**config.mk**
```make
export PLATFORM = sky130hd
export DESIGN_NAME = hazard_ctl
export DESIGN_NICKNAME = d
export VERILOG_FILES = /design/src/rtl/hazard_ctl.sv
export SDC_FILE = /design/constraint.sdc
export NUM_CORES = 1
export LEC_CHECK = 0
export BUFFER_PORTS_ARGS = -buffer_cell sky130_fd_sc_hd__buf_2
export CELL_PAD_IN_SITES_DETAIL_PLACEMENT = 0
export CELL_PAD_IN_SITES_GLOBAL_PLACEMENT = 1
export CORE_MARGIN = 5
export CORE_UTILIZATION = 25
export DETAILED_ROUTE_END_ITERATION = 6
export PLACE_DENSITY = 0.58
export RECOVER_POWER = 25
export SYNTH_ARGS = -nofsm -noshare
export SYNTH_HDL_FRONTEND = slang
export SYNTH_SLANG_ARGS = --single-unit
```
**constraint.sdc**
```tcl
create_clock -name clk -period 4.7 [get_ports clk]
set_input_delay 1.41 -clock clk [delete_from_list [all_inputs] [get_ports clk]]
set_output_delay 1.41 -clock clk [all_outputs]
set_load 0.1 [all_outputs]
```
**src/rtl/hazard_ctl.sv**
```systemverilog
// hazard_ctl: front-end sequencing for load-use stalls, redirects and FENCE/SYSTEM drains
module hazard_ctl #(
    parameter int LOAD_STALL  = 1,
    parameter int DRAIN_DEPTH = 3
) (
    input  logic        clk,
    input  logic        rst_n,
    input  logic [31:0] instr_de,
    input  logic        de_valid,
    input  logic        ex_valid,
    input  logic        ex_is_load,
    input  logic [4:0]  ex_rd,
    input  logic        redirect,
    output logic        stall_fe,
    output logic        stall_de,
    output logic        bubble_ex,
    output logic        flush_de,
    output logic        pc_sel,
    output logic [1:0]  busy_state,
    output logic [31:0] stall_cycles
);
    localparam logic [1:0] RUN = 2'd0, LDSTALL = 2'd1, DRAIN = 2'd2;
    logic [1:0] state, state_nx;
    logic [2:0] cnt, cnt_nx;
    logic       drain_done, drain_done_nx;
    logic [6:0] op;
    logic [4:0] rs1, rs2;
    logic       rs1_used, rs2_used, hazard, sync_req, stall;
    logic       unused_bits;
    assign op          = instr_de[6:0];
    assign rs1         = instr_de[19:15];
    assign rs2         = instr_de[24:20];
    assign unused_bits = ^{instr_de[31:25], instr_de[14:7]};
    assign rs1_used = op inside {7'b1100111, 7'b1100011, 7'b0000011, 7'b0100011, 7'b0010011, 7'b0110011};
    assign rs2_used = op inside {7'b1100011, 7'b0100011, 7'b0110011};
    assign hazard   = de_valid & ex_valid & ex_is_load & (ex_rd != 5'd0) &
                      ((rs1_used & (rs1 == ex_rd)) | (rs2_used & (rs2 == ex_rd)));
    assign sync_req = de_valid & ((op == 7'b0001111) | (op == 7'b1110011)) & ~drain_done;
    always_ff @(posedge clk or negedge rst_n) begin
        if (!rst_n) begin
            state        <= RUN;
            cnt          <= 3'd0;
            drain_done   <= 1'b0;
            stall_cycles <= 32'd0;
        end else begin
            state        <= state_nx;
            cnt          <= cnt_nx;
            drain_done   <= drain_done_nx;
            stall_cycles <= (stall_de && stall_cycles != 32'hFFFF_FFFF) ? stall_cycles + 32'd1 : stall_cycles;
        end
    end
    always_comb begin
        state_nx      = state;
        cnt_nx        = cnt;
        drain_done_nx = drain_done;
        if (redirect) begin
            state_nx      = RUN;
            cnt_nx        = 3'd0;
            drain_done_nx = 1'b0;
        end else if (state != RUN) begin
            cnt_nx = cnt - 3'd1;
            if (cnt == 3'd1) begin
                state_nx      = RUN;
                drain_done_nx = drain_done | (state == DRAIN);
            end
        end else if (hazard) begin
            if (LOAD_STALL > 1) begin
                state_nx = LDSTALL;
                cnt_nx   = 3'(LOAD_STALL - 1);
            end
        end else if (sync_req) begin
            if (DRAIN_DEPTH > 1) begin
                state_nx = DRAIN;
                cnt_nx   = 3'(DRAIN_DEPTH - 1);
            end else begin
                drain_done_nx = 1'b1;
            end
        end else begin
            // the drained FENCE/SYSTEM has now issued
            drain_done_nx = 1'b0;
        end
    end
    always_comb begin
        stall     = rst_n & ~redirect & ((state != RUN) | hazard | sync_req);
        stall_fe  = stall;
        stall_de  = stall;
        bubble_ex = stall | (rst_n & redirect);
        flush_de  = rst_n & redirect;
        pc_sel    = rst_n & redirect;
    end
    assign busy_state = state;
endmodule

```
==> metrics.md <==
| Metric | Value |
|---|---|
| Share of layout cells above drive strength 1 | about 29% |
| Crit start category | input pin |
| Syn-to-layout area delta | 26.9% |
| Initial Util | between 20 and 30% |
| Drt initial violations | 34 |
| Placed insts | roughly 370 |
| Worst-Margin Slew | just over 2000 ps |
| Via density | 4.47 |
| Slew margin rel. | -34.3% |
| Post-Synthesis Cells | about 210 |
| Num ports | a little over 80 |
| Final antenna diode count | 0 |
| Hold_buf cts | 0 |
| Multi-input logic area | 1020 um^2 |
| Clock sink count | 37 |
| Ys Warns | 0 |
| Synth Register Bits | 37 |
| Reg2reg end | stall_cycles[1] |
| Num CTS Buffers | 5 |
| Worst EP arrival | around 3100 ps |
| Root buf cell | clkbuf_8 |
| Crit path time final | 4520 ps |
| Routed Antenna Nets | 0 |
| Clock Latency Late Sink | 290 ps |
| Final instance area | between 2000 and 3000 um^2 |
| Final Cycle Share | a little over nine tenths |
| Clk_skew | between 6 and 7 ps |
| Register area | slightly above 900 um^2 |
| Crit Path Max Fanout | 4 |
| Clock power share | about 34% |
| Initial antenna violation count | 0 |
| Post-route insts no fill | 378 |
| Clk buf depth | 2 |
| Reg2reg path depth | 7 |
| Routed WL | 5020 um |
| Seq/Total Area, Yosys | between 40% and 50% |
| Distinct cells, synth | 40 |
| Reg2Reg Launch Point | stall_cycles[0] |
| Worst R2R Setup Slack | 1730 ps |
| Sw Pwr | about 0.17 mW |
| Via Count | about 1700 |
| Setup CP Type | input pin to primary output |
| Final setup fails | 0 |
| Pre-antenna DRT Iters | 4 |
| Status | complete, but fails checks |
| Hpwl dp | between 3000 and 4000 um |
| GR Util All Layers | a little over a tenth |
| Die Ht | between 100 and 150 um |
| PD cells | 236 nW/um^2 |
| Hold Path Origin | stall_cycles[31] |
| H-tree depth | 2 |
| Hold depth | 1 |
| CTS tree | built |
| Max-slew violation count | 38 |
| Synthesized net count | approximately 250 |
| Num rows | 33 |
| Clk slew on worst S/H paths | around 70 ps |
| Postcts setup bufs | 0 |
| Leakage power | around 1.3 nW |
| DIE WIDTH | 100 um |
| Core area | just over 8000 um^2 |
| First-pass GRT wire length | between 8000 and 9000 um |
| Post-Place Cell Area | between 2000 and 3000 um^2 |
| Mean Syn Cell Area | a little under 10 um^2 |
| Post-synth EDFFs | 0 |
| Failing checks | capacitance limit, slew limit |
| Pin count of the biggest net entering global routing | 38 |
| Fmax achieved | 221 MHz |
| VDD IR-drop max | roughly 0.00010 V |
| Resize count post-CTS | 0 |
| Worst hold path type | register to register |
| RSZ-0062 raised after global routing | false |
| Routability cong. | ~0.73 |
| Combinational share of power | 12.6% |
| Switching share of power | around 28% |
| Number of max-cap violations | 1 |
| Gr ovfl total | 0 |
| Hold endpoint | stall_cycles[31] |
| Setup TNS | 0 ps |
| Final Hold Fails | 0 |
| Buffers added on ports | 65 |
| Top FF cell, synth | dfrtp_1 |
| Final-stage net count | between 300 and 400 |
| Total power | just over 0.6 mW |
| Die area | around 10000 um^2 |
| Worst setup startpoint | instr_de[3] |
| Drt drc | 0 |
| Internal power | ~0.44 mW |
| Ys async rst share | 100% |
| CP required | 3290 ps |
| Cell area after synthesis | 2040 um^2 |
| Vias in the first global route | 1691 |
| Reg power frac | 53.1% |
| Setup crit end kind | primary output |
| Fill cells | a little under 900 |
| Wire per inst | between 10 and 15 um |
## power groups by stage
stage | sequential [mW] | clock, mW | combinational [mW]
6_report | 0.324 | 0.209 | 0.0765
5_1_grt | 0.324 | 0.230 | 0.0826
4_1_cts | 0.324 | 0.218 | 0.0783
3_5_place_dp | 0.330 | 0 | 0.0781
3_3_place_gp | 0.330 | 0 | 0.0779
2_1_floorplan | 0.346 | 0 | 0.0320
## synth_stat cells (all sizes together) (4+ instances only)
cell / instances / area share (%)
dfrtp: 37 / 45
xor2: 26 / 11
nor3: 17 / 4.2
nor2: 16 / 2.9
xnor2: 16 / 6.9
nand3: 14 / 3.4
nand2: 12 / 2.2
inv: 11 / 2.0
buf: 7 / 2.7
nor4: 5 / 1.5
nand4: 4 / 1.2
## metal layers
layer	share of wire [%]	global-route usage [%]	vias up
met5	0	0	-
met1	49	15.5	799
met3	4.8	2.78	8
li1	-	-	839
met4	1.2	4.04	0
met2	45	15.1	43
## cell type report
class | count | area share (%)
Multi-Input combinational cell | 151 | 39.6
Sequential cell | 37 | 35.8
Timing Repair Buffer | 68 | 15.0
Tap cell | 105 | 5.08
Clock buffer | 5 | 2.66
Inverter | 11 | 1.60
Clock inverter | 1 | 0.194
## critical path, stage by stage
cell	delay, ps
buf_2	100
nand3b_1	190
or4b_2	690
a21oi_2	180
o21a_4	220
or2_4	150
buf_12	160
## stage by stage
stage               setup slack (ps)  hold WS (ps)  utilization (%)
floorplan                       41.4           530                -
global placement                 169           473             31.1
detailed placement               176           483             31.1
CTS                              174           495             32.0
global route                    94.3           506             31.9
finish                           180           490             31.9
## cells by family after synthesis
group	Yosys count	share of synthesized area, %
AO/OA/AOI/OAI	13	4.91
XOR/XNOR	42	18.1
adder cells (fa/ha/maj)	3	1.84
buffers and inverters	19	4.91
flip-flops	37	45.5
multiplexers	2	1.04
other	1	0.184
AND/OR/NAND/NOR	90	23.6
## layout by cell type (no fill, tap or decap), drive strengths merged, types with 3 or more instances in the layout
| cell | netlist | layout |
|---|---|---|
| nor4 | 5 | 5 |
| o21ai | 3 | 3 |
| or3 | 3 | 3 |
| clkbuf | 1 | 7 |
| and3 | 3 | 3 |
| nor3 | 17 | 17 |
| xor2 | 26 | 26 |
| a21oi | 3 | 3 |
| xnor2 | 16 | 16 |
| nand2 | 12 | 12 |
| and4 | 3 | 3 |
| nand4 | 4 | 4 |
| buf | 7 | 66 |
| nand3 | 14 | 14 |
| dfrtp | 37 | 37 |
| ha | 3 | 3 |
| nor2 | 16 | 16 |
| inv | 11 | 11 |
## state kept, by name, summed over array words and instances, names as in the netlist
| name | count |
|---|---|
| busy_state | 1 |
| drain_done | 1 |
| cnt | 3 |
| stall_cycles | 32 |
## worst max-delay path by stage
stage                     cells past startpoint  slack (ps)         to
after global placement                        7         170  bubble_ex
after floorplan                               5          40  bubble_ex
after CTS                                     7         170  bubble_ex
final                                         7         180  bubble_ex
after global routing                          7          90  bubble_ex
after detailed placement                      7         180  bubble_ex
Note: power is estimated with default switching activity, not from simulation.
